### src/rtl/sc_collatz_pkg.sv
// Shared state encodings and completion status codes for the Collatz engine.
package sc_collatz_pkg;

    typedef enum logic [2:0] {
        ST_IDLE  = 3'd0,
        ST_CHECK = 3'd1,
        ST_EVEN  = 3'd2,
        ST_ODD   = 3'd3,
        ST_DONE  = 3'd4
    } state_t;

    localparam logic [1:0] STATUS_ONE   = 2'b00;
    localparam logic [1:0] STATUS_OVF   = 2'b01;
    localparam logic [1:0] STATUS_LIMIT = 2'b10;
    localparam logic [1:0] STATUS_ZERO  = 2'b11;

endpackage

### src/rtl/sc_collatz_step.sv
// Combinational Collatz step: halved value, 3N+1 value and its overflow flag.
module sc_collatz_step #(
    parameter int DATAWIDTH = 16
) (
    input  logic [DATAWIDTH-1:0] value,
    output logic [DATAWIDTH-1:0] even_value,
    output logic [DATAWIDTH-1:0] odd_value,
    output logic                 overflow
);

    logic [DATAWIDTH+1:0] wide;
    logic [DATAWIDTH+1:0] triple;

    always_comb begin
        wide       = {2'b00, value};
        // Two guard bits hold the full 3N+1 so overflow is exact.
        triple     = (wide << 1) + wide + {{(DATAWIDTH+1){1'b0}}, 1'b1};
        even_value = value >> 1;
        odd_value  = triple[DATAWIDTH-1:0];
        overflow   = |triple[DATAWIDTH+1:DATAWIDTH];
    end

endmodule

### src/rtl/sc_collatz_engine.sv
// Runs one Collatz sequence per accepted start, reporting final value, steps, peak and status.
module sc_collatz_engine
    import sc_collatz_pkg::*;
#(
    parameter int DATAWIDTH = 16,
    parameter int STEPWIDTH = 12
) (
    input  logic                 SC_STATEMACHINE_CLOCK_50,
    input  logic                 SC_STATEMACHINE_RESET_InHigh,
    input  logic                 start_InHigh,
    input  logic [DATAWIDTH-1:0] seed_InBUS,
    input  logic [STEPWIDTH-1:0] stepLimit_InBUS,
    output logic                 busy_OutHigh,
    output logic                 done_OutHigh,
    output logic [DATAWIDTH-1:0] value_OutBUS,
    output logic [STEPWIDTH-1:0] steps_OutBUS,
    output logic [DATAWIDTH-1:0] peak_OutBUS,
    output logic [1:0]           status_OutBUS
);

    state_t               state;
    logic                 busy;
    logic                 done;
    logic [DATAWIDTH-1:0] value;
    logic [STEPWIDTH-1:0] steps;
    logic [STEPWIDTH-1:0] limit;
    logic [DATAWIDTH-1:0] peak;
    logic [1:0]           status;

    logic [DATAWIDTH-1:0] even_value;
    logic [DATAWIDTH-1:0] odd_value;
    logic                 overflow;

    sc_collatz_step #(
        .DATAWIDTH(DATAWIDTH)
    ) u_step (
        .value     (value),
        .even_value(even_value),
        .odd_value (odd_value),
        .overflow  (overflow)
    );

    always_ff @(posedge SC_STATEMACHINE_CLOCK_50 or posedge SC_STATEMACHINE_RESET_InHigh) begin
        if (SC_STATEMACHINE_RESET_InHigh) begin
            state  <= ST_IDLE;
            busy   <= 1'b0;
            done   <= 1'b0;
            value  <= '0;
            steps  <= '0;
            limit  <= '0;
            peak   <= '0;
            status <= STATUS_ONE;
        end else begin
            case (state)
                ST_IDLE: begin
                    if (start_InHigh) begin
                        value <= seed_InBUS;
                        peak  <= seed_InBUS;
                        limit <= stepLimit_InBUS;
                        steps <= '0;
                        busy  <= 1'b1;
                        state <= ST_CHECK;
                    end
                end
                ST_CHECK: begin
                    // Limit is tested before every step, so steps can never wrap.
                    if (value == '0) begin
                        status <= STATUS_ZERO;
                        done   <= 1'b1;
                        state  <= ST_DONE;
                    end else if (value == {{(DATAWIDTH-1){1'b0}}, 1'b1}) begin
                        status <= STATUS_ONE;
                        done   <= 1'b1;
                        state  <= ST_DONE;
                    end else if (steps == limit) begin
                        status <= STATUS_LIMIT;
                        done   <= 1'b1;
                        state  <= ST_DONE;
                    end else if (value[0]) begin
                        state <= ST_ODD;
                    end else begin
                        state <= ST_EVEN;
                    end
                end
                ST_EVEN: begin
                    value <= even_value;
                    steps <= steps + STEPWIDTH'(1);
                    state <= ST_CHECK;
                end
                ST_ODD: begin
                    if (overflow) begin
                        status <= STATUS_OVF;
                        done   <= 1'b1;
                        state  <= ST_DONE;
                    end else begin
                        value <= odd_value;
                        steps <= steps + STEPWIDTH'(1);
                        if (odd_value > peak) begin
                            peak <= odd_value;
                        end
                        state <= ST_CHECK;
                    end
                end
                ST_DONE: begin
                    done  <= 1'b0;
                    busy  <= 1'b0;
                    state <= ST_IDLE;
                end
                default: begin
                    done  <= 1'b0;
                    busy  <= 1'b0;
                    state <= ST_IDLE;
                end
            endcase
        end
    end

    assign busy_OutHigh  = busy;
    assign done_OutHigh  = done;
    assign value_OutBUS  = value;
    assign steps_OutBUS  = steps;
    assign peak_OutBUS   = peak;
    assign status_OutBUS = status;

endmodule

### config.mk
export PLATFORM = sky130hd
export DESIGN_NAME = sc_collatz_engine
export DESIGN_NICKNAME = d
export VERILOG_FILES = /design/src/rtl/sc_collatz_pkg.sv /design/src/rtl/sc_collatz_step.sv /design/src/rtl/sc_collatz_engine.sv
export SDC_FILE = /design/constraint.sdc
export NUM_CORES = 1
export LEC_CHECK = 0
export ABC_CLOCK_PERIOD_IN_PS = 3700
export CAP_MARGIN = 20
export CORE_ASPECT_RATIO = 1.5
export CORE_MARGIN = 1
export CORE_UTILIZATION = 49
export DETAILED_ROUTE_END_ITERATION = 7
export GPL_TIMING_DRIVEN = 1
export PLACE_DENSITY_LB_ADDON = 0.3
export SYNTH_ARGS = -nofsm -noshare
export SYNTH_HDL_FRONTEND = slang
export SYNTH_HIERARCHICAL = 1
export SYNTH_SLANG_ARGS = --single-unit
### constraint.sdc
create_clock -name SC_STATEMACHINE_CLOCK_50 -period 3.7 [get_ports SC_STATEMACHINE_CLOCK_50]
set_input_delay 0.555 -clock SC_STATEMACHINE_CLOCK_50 [delete_from_list [all_inputs] [get_ports SC_STATEMACHINE_CLOCK_50]]
set_output_delay 0.555 -clock SC_STATEMACHINE_CLOCK_50 [all_outputs]
set_load 0.02 [all_outputs]
Word level (Yosys, flattened, before mapping)
Cells that the tools add are included.
- add/sub/neg operators: 3
- $mul: 0
- div/mod/pow operators: 0
- magnitude comparators: 1
- equality and inequality tests: 10
- shift operators: 0
- multiplexer cells: 28
- bitwise logic cells: 2
- reduce and logical (&&, ||, !) cells: 14
- operators by type and width (kind ; number):
    16-bit two-way mux ; 4
    16-bit one-hot mux with 3 select lines ; 1
    12-bit one-hot mux with 3 select lines ; 1
    16-bit one-hot mux with 2 select lines ; 1
    12-bit two-way mux ; 2
    17-bit by 16-bit adder with 18-bit output ; 1
    18-bit by 1-bit adder with 18-bit output (second input constant) ; 1
    16-bit by 1-bit equality test with 1-bit output (second input constant) ; 1
    16-bit greater-than comparator ; 1
    16-bit zero test ; 1
    3-bit two-way mux ; 5
    12-bit by 1-bit adder with 12-bit output (second input constant) ; 1
    12-bit equality test ; 1
    3-bit one-hot mux with 4 select lines ; 1
    3-bit AND reduction ; 3
    2-bit two-way mux ; 4
    2-bit != test (second input constant) ; 4
    3-bit by 2-bit equality test with 1-bit output (second input constant) ; 2
    1-bit two-way mux ; 6
    4-bit != test (second input constant) ; 1
    2-bit one-hot mux with 2 select lines ; 1
    2-bit AND reduction ; 2
    4-bit AND reduction ; 1
    2-bit nonzero test ; 2
    8 further kinds ; 10
- register bits after elaboration: 63
- bits in latches: 0
- memory bits (writable): 0
- ROM bits: 0
- input bits: 31
- output and inout port bits: 48
- word-level logic and storage cells: 66
- memories kept: 0

Longest topological paths before layout
Gate-level depths: netlist of run 1.
- word-level depth: 6
- mapped depth: 15
- gate-level depth less buffers: 14

By module
Netlist of run 1, hierarchy kept.
- modules (own cells, without submodules) (module ; times used ; cells each ; area an instance (um^2) ; sequential area each (um^2)):
    sc_collatz_engine ; 1 ; 354 ; 3585.9 ; 1576.5
    sc_collatz_step ; 1 ; 138 ; 1003.5 ; 0.0

Worst setup path after synthesis of run 1
OpenSTA, ideal clock, no wires.
- path kind: reg-to-reg
- start point: reg value[0] (netlist: value_OutBUS[0])
- end point: reg peak[10] (netlist: peak_OutBUS[10])
- library setup time: 0.126 ns
- data arrival time: 3.561 ns
- data required time: 3.574 ns
- setup slack: 0.013 ns
- stages on the path, launching flop included: 15
- buffers on the path: 1
- clock period less this slack: 3.687 ns
- path through: dfrtp_1 fa_1 a21oi_1 o21bai_1 a2111oi_2 o31ai_1 a21oi_1 xnor2_1 ha_1 nand4_1 or4_4 a21oi_2 a31oi_4 buf_6 mux2i_1
- cells in the longest elaborated chain, start to end: 5
- elaborated cells between the ends (all ways): 10
- classes of those cells: add/sub (2); order compare (1); eq/ne (2); mux (3); reduce/logical (2)
- RTL lines (what ; line ; text):
    from (decl) ; sc_collatz_engine.sv:24 ; logic [DATAWIDTH-1:0] value;
    from (signal assigned) ; sc_collatz_engine.sv:57 ; value <= seed_InBUS;
    from (signal assigned) ; sc_collatz_engine.sv:86 ; value <= even_value;
    from (signal assigned) ; sc_collatz_engine.sv:96 ; value <= odd_value;
    17-bit by 16-bit adder with 18-bit output ; sc_collatz_step.sv:17 ; triple = (wide << 1) + wide + {{(DATAWIDTH+1){1'b0}}, 1'b1};
    18-bit by 1-bit adder with 18-bit output ; sc_collatz_step.sv:17 ;
    net odd_value[11] ; sc_collatz_engine.sv:31 ; logic [DATAWIDTH-1:0] odd_value;
    16-bit greater-than comparator ; sc_collatz_engine.sv:98 ; if (odd_value > peak) begin
    2-bit != test (no source line) ; n/a ;
    4-bit AND reduction (no source line) ; n/a ;
    to (signal assigned) ; sc_collatz_engine.sv:58 ; peak <= seed_InBUS;
    to (signal assigned) ; sc_collatz_engine.sv:99 ; peak <= odd_value;
    to (decl) ; sc_collatz_engine.sv:27 ; logic [DATAWIDTH-1:0] peak;
The timed path passes the listed nets, and every way through them passes these cells. The select of a mux whose other input is x is not followed.
A chain may end at the register's enable or synchronous reset.

Final worst setup path of run 1
- start point: reg value[2] (netlist: value_OutBUS[2])
- end point: reg peak[0] (netlist: peak_OutBUS[0])
The elaborated chain is that of the path after synthesis.

==> results of run 1 <==
## critical path: stages (launching register included)
cell	delay, ns
dfrtp_2	0.45
fa_2	0.42
a21oi_2	0.19
o21bai_4	0.09
a2111oi_4	0.36
o31ai_1	0.12
a21oi_1	0.16
xnor2_1	0.13
ha_1	0.33
nand4_1	0.15
or4_4	0.59
a21oi_4	0.16
a31oi_4	0.07
mux2_4	0.33
## placed cells by master, fill, tap and decap left out, drive strengths merged, types with 4 or more instances in the layout
cell and instances:
clkdlybuf4s50 78, dfrtp 63, buf 48, mux2i 47, a21oi 42, nor2 37
ha 35, o21ai 35, nand2 31, inv 29, xnor2 26, mux2 15
clkbuf 11, nand4 10, nor2b 10, nor3 10, nand3 7, nor4 5
nand2b 5, o211ai 5, or3 5, a211oi 5, xor2 4
## metrics by stage
step / utilization / instance area, µm² / hold slack (ns) / TNS [ns] / setup slack [ns]
finish: 0.693 / 6190 / 0.501 / 0 / 0.0240
global route: 0.693 / 6190 / 0.524 / -1.65 / -0.116
CTS: 0.668 / 5970 / 0.505 / 0 / 0.00517
detailed placement: 0.632 / 5640 / 0.492 / -0.0906 / -0.0208
global placement: 0.632 / 5640 / 0.483 / 0 / 0.0866
floorplan: - / 4590 / 0.502 / 0 / 0.0130
## synth_stat cells, types with 2 or more instances
library cell | instances | area, µm²
dfrtp_1 | 63 | 1580
mux2i_1 | 47 | 470
a21oi_1 | 41 | 205
nor2_1 | 37 | 139
ha_1 | 35 | 438
o21ai_0 | 33 | 165
nand2_1 | 31 | 116
inv_1 | 29 | 109
xnor2_1 | 26 | 228
buf_4 | 16 | 120
mux2_2 | 15 | 169
nand4_1 | 10 | 62.6
nor2b_1 | 10 | 62.6
nor3_1 | 8 | 40.0
clkbuf_1 | 7 | 26.3
nand3_1 | 7 | 35.0
buf_2 | 6 | 30.0
a211oi_1 | 5 | 37.5
nand2b_1 | 5 | 31.3
nor4_1 | 5 | 31.3
o211ai_1 | 5 | 37.5
or3_1 | 5 | 31.3
xor2_1 | 4 | 35.0
o21a_1 | 3 | 22.5
a21boi_0 | 2 | 15.0
a21o_1 | 2 | 15.0
and4_1 | 2 | 17.5
nor3_4 | 2 | 32.5
nor3b_1 | 2 | 15.0
o2111ai_1 | 2 | 17.5
o21ai_1 | 2 | 10.0
o311ai_0 | 2 | 17.5
## cells by family after synthesis
logic type | synth area share
compound gates | 0.148
mux | 0.139
xor+xnor | 0.0573
flops | 0.344
simple gates | 0.146
fa+ha+maj | 0.0998
buf+inv | 0.0646
other cells | 0.000817
## final timing paths
kind / from / end / slack, ns
max in group asynchronous: SC_STATEMACHINE_RESET_InHigh / value_OutBUS[2] / 2.29
setup / recovery: value_OutBUS[2] / peak_OutBUS[0] / 0.02
hold / removal: busy_OutHigh / busy_OutHigh / 0.50
hold reg to reg: busy_OutHigh / busy_OutHigh / 0.50
min in group asynchronous: SC_STATEMACHINE_RESET_InHigh / value_OutBUS[12] / 0.78
setup reg to reg: value_OutBUS[2] / peak_OutBUS[0] / 0.02
## report_power, final
| part | leakage [nW] | total, mW | internal [mW] | switching [mW] |
|---|---|---|---|---|
| combinational | 1.78 | 5.17 | 2.46 | 2.71 |
| clock | 0.156 | 0.928 | 0.608 | 0.320 |
| sequential | 0.773 | 1.34 | 0.996 | 0.342 |
| total | 2.71 | 7.44 | 4.07 | 3.37 |
## sequential cells by signal, summed over array words and instances, names as in the netlist
signal and cells:
peak_OutBUS 16, value_OutBUS 16, limit 12, steps_OutBUS 12, state 3, status_OutBUS 2
busy_OutHigh 1, done_OutHigh 1
## timing repair
action                                  4_1_cts  5_1_grt
setup buffers                                 0       10
hold buffers                                  0        0
gates resized for setup                       0       33
endpoints found under the setup margin       16       23
pin swaps                                     1       25
## layer usage
metal,routed length (µm),global-route usage
met5,0,0
met4,437,0.114
met3,485,0.0521
met2,6990,0.480
met1,5340,0.330
## cell type report
type,instances,share of cell area
Sequential cell,63,0.255
Timing Repair Buffer,126,0.191
Clock inverter,5,0.0131
Multi-Input combinational cell,370,0.461
Tap cell,110,0.0222
Clock buffer,11,0.0392
Inverter,29,0.0176
==> metrics.yaml, run 1 <==
clock_network:
  htreeDepth: 3
  clk_latency_ns: 0.33
  clkTransAtPathRegs_ns: 0.06
  cts.path.max_buffers: 2
  cts_buffers: 9
  cts_tree: "done"
  numClockSinks: 63
  cts_root_buf: "clkbuf_16"
synthesis:
  syn_inst: 492
  synth_warnings: 6
  yosysUniqueCellTypes: 55
  syn_area_per_cell_um2: 9.33
  syn_nets: 559
  synth_edf_count: 0
  ys_seq_area_frac: 0.344
  synthesis.area_mm2: 0.00459
  synth_ff_type: "dfrtp_1"
  async_flop_share: 1.00
  synth_seq_cells: 63
floorplan:
  rows: 42
  die-area_mm2: 0.00977
  initial_core_util: 0.514
  pin_count: 79
  fp.dieW_um: 81.0
  fp.dieH_um: 121
  core_mm2: 0.00893
worst_setup_path:
  worst-setup-path-type: "flop to flop"
  critPathMaxFanout: 3
  worstSetupStartpointType: "flop"
  r2r_cells: 13
  crit_arrival_ns: 3.89
  cp.required_ns: 3.92
  end_kind: "flop"
sta:
  final_max_slew_viol_count: 0
  relSlewSlack: 0.292
  min_period_ns: 3.68
  grt_setup_unrepaired: "yes"
  tightest_slew_ns: 1.06
  fin_crit_sh: 0.994
  fmax_mhz: 272
  finalSetupViolCount: 0
  finClkSkew_ns: 0.00570
  hold_viol: 0
drt:
  route.detailed.drc: 0
  drt-total-wl_um: 13300
  drtIter0Drc: 197
  num_vias: 4113
  via_per_inst: 5.76
  wl_per_cell_um: 18.6
  ant_nets: 0
  drt_pass1_iterations: 4
placement:
  port_buffers: 78
  dp_hpwl_um: 9640
  dp.cells: 689
  place.gp.congestion: 0.937
power:
  power.density_mw_per_mm2: 1200
  total_power_mw: 7.44
  power_leakage_nw: 2.71
  peakVddDrop_uv: 644
worst_hold_path:
  hold_depth: 2
  holdCritPathClass: "flop to flop"
layout:
  nFillCells: 700
  drive_gt1_frac: 0.184
  seqCellArea_mm2: 0.00158
  fin_nets: 666
  fin_cells: 714
  diodes: 0
  multi_input_area_mm2: 0.00285
  syn2layout_area_growth_pct: 34.8
global_routing:
  grt_pass1_vias: 4147
  grt_max_degree: 64
  grt_pass1_wl_um: 20300
  grt_antenna_before_repair: 0
  grt_overflow: 0
  grt.total_usage: 0.277
outcome:
  outcome: "completed"
run:
  cap_violations: 0
Note: power is estimated with default switching activity, not from simulation.
==> run 2, diff against run 1 <==
--- a/config.mk
+++ b/config.mk
@@ -12,6 +12,7 @@
 export CORE_UTILIZATION = 49
 export DETAILED_ROUTE_END_ITERATION = 7
 export GPL_TIMING_DRIVEN = 1
+export MAX_ROUTING_LAYER = met4
 export PLACE_DENSITY_LB_ADDON = 0.3
 export SYNTH_ARGS = -nofsm -noshare
 export SYNTH_HDL_FRONTEND = slang
==> run 2 against run 1 <==
- hold slack better by 0.0090 ns
- setup slack better by 0.069 ns
- critical path type unchanged
- first-iteration DRC count is 30% higher
- clock power decreased by 8.2%
- clock skew down 0.00078 ns
- global-route usage up 2.2 points
- largest cell class unchanged
- register-to-register slack better by 0.07 ns
- utilization shrank 1.3 points
- combinational power fell by 2%
==> metrics.yaml, run 2 (synthesized netlist as in run 1, its figures left out) <==
outcome:
  outcome: "completed"
floorplan:
  fp.dieH_um: 121
  fp.dieW_um: 81.0
  rows: 42
  pin_count: 79
  die-area_mm2: 0.00977
  core_mm2: 0.00893
  initial_core_util: 0.514
clock_network:
  cts_tree: "done"
  ctsHoldBuffers: 0
  cts.path.max_buffers: 2
  clk_latency_ns: 0.33
  clkTransAtPathRegs_ns: 0.05
  cts_root_buf: "clkbuf_16"
  htreeDepth: 3
  cts_buffers: 9
  numClockSinks: 63
sta:
  finalSetupViolCount: 0
  finalHoldWorstSlack_ns: 0.510
  final_max_slew_viol_count: 0
  tightest_slew_ns: 1.06
  timing.setup.tns_ns: 0
  relSlewSlack: 0.293
  min_period_ns: 3.61
  grt_setup_unrepaired: "yes"
  fin_crit_sh: 0.975
  hold_viol: 0
  finClkSkew_ns: 0.00492
  fmax_mhz: 277
layout:
  fin_nets: 663
  final_util: 0.679
  final_cell_mix: "clkdlybuf4s50_1 (78), dfrtp_1 (61), mux2i_1 (47)"
  layout_commonest_cell: "clkdlybuf4s50_1"
  stdcell_area_mm2: 0.00607
  drive_gt1_frac: 0.162
  multi_input_area_mm2: 0.00280
  nFillCells: 741
  syn2layout_area_growth_pct: 32.2
  diodes: 0
  seqCellArea_mm2: 0.00158
placement:
  dp_hpwl_um: 10000
  dpl_cell_area_mm2: 0.00568
  place.gp.congestion: 0.967
  port_buffers: 78
power:
  total_power_mw: 7.22
  power.density_mw_per_mm2: 1190
  peakVddDrop_uv: 661
  power_leakage_nw: 2.67
drt:
  num_vias: 4168
  wl_per_cell_um: 18.9
  drt_pass1_iterations: 5
  drt-total-wl_um: 13400
  ant_nets: 0
  via_per_inst: 5.87
  drtIter0Drc: 257
  route.detailed.drc: 0
worst_setup_path:
  critPathMaxFanout: 4
  max_stage_delay_ns: 0.48
  cpMostUsedCell: "nor2_1"
  cp_slowest_cell: "or4_4"
  worst-setup-path-type: "flop to flop"
  reg2reg_from: "value_OutBUS[4]"
  path_delay_family: "compound AO/OA/AOI/OAI gates"
  path_cells: "ha_4 -> a21o_1 -> o21bai_2 -> a2111oi_4 -> nor2_1 -> nor2_1 -> a211oi_1 -> buf_4 -> ha_1 -> nand4_1 -> or4_4 -> a21oi_4 -> a31oi_4 -> mux2_2"
  path_buf_inv: 1
  crit_path_start: "value_OutBUS[4]"
  end_kind: "flop"
  cp.required_ns: 3.91
  worstSetupStartpointType: "flop"
  crit_arrival_ns: 3.82
run:
  cap_violations: 0
global_routing:
  grt_antenna_before_repair: 0
  grt_pass1_vias: 4251
  grt_max_degree: 64
  grt_overflow: 0
  grt_pass1_wl_um: 21000
  grt.total_usage: 0.300
worst_hold_path:
  holdCritPathClass: "flop to flop"
  hold_path.startpoint: "busy_OutHigh"
## run 2: where the power goes
group / leakage (nW) / internal, mW / switching, mW
sequential: 0.774 / 0.996 / 0.321
combinational: 1.75 / 2.36 / 2.70
clock: 0.145 / 0.553 / 0.299
## run 2: repair_timing
action / 4_1_cts / 5_1_grt
setup buffers: 0 / 1
pin swaps: 1 / 5
resized for setup: 1 / 19
endpoints found under the setup margin: 16 / 18
## run 2: worst paths after layout
check,end,slack (ns),cells past startpoint
min in group asynchronous,steps_OutBUS[11],0.76,3
max in group asynchronous,value_OutBUS[2],2.32,3
worst max-delay path,peak_OutBUS[0],0.09,14
worst min-delay path,busy_OutHigh,0.51,2
worst min register to register,busy_OutHigh,0.51,2
worst max register to register,peak_OutBUS[0],0.09,14
## run 2: worst reg2reg max path: stages (launching register included)
cell       delay [ns]
dfrtp_1          0.44
ha_4             0.29
a21o_1           0.19
o21bai_2         0.21
a2111oi_4        0.38
nor2_1           0.13
nor2_1           0.12
a211oi_1         0.06
buf_4            0.15
ha_1             0.29
nand4_1          0.18
or4_4            0.48
a21oi_4          0.19
a31oi_4          0.07
mux2_2           0.31
## run 2: area by class of cell
cell class                      count  area share
Multi-Input combinational cell    370       0.461
Sequential cell                    63       0.260
Timing Repair Buffer              123       0.188
Clock buffer                       12      0.0423
Tap cell                          110      0.0227
Inverter                           29      0.0179
Clock inverter                      3     0.00701
## run 2: per-layer routing
metal	share of wire	track usage	wire length, µm
met2	0.54	0.527	7230
met3	0.043	0.0528	577
met1	0.38	0.324	5150
met4	0.035	0.126	467
met5	0	-	0
## run 2: per-stage QoR
step,instances,setup slack [ns]
after global routing,710,-0.101
after detailed placement,694,-0.0188
after global placement,694,0.0678
after CTS,709,0.00565
after floorplan,492,0.0130
final,710,0.0932
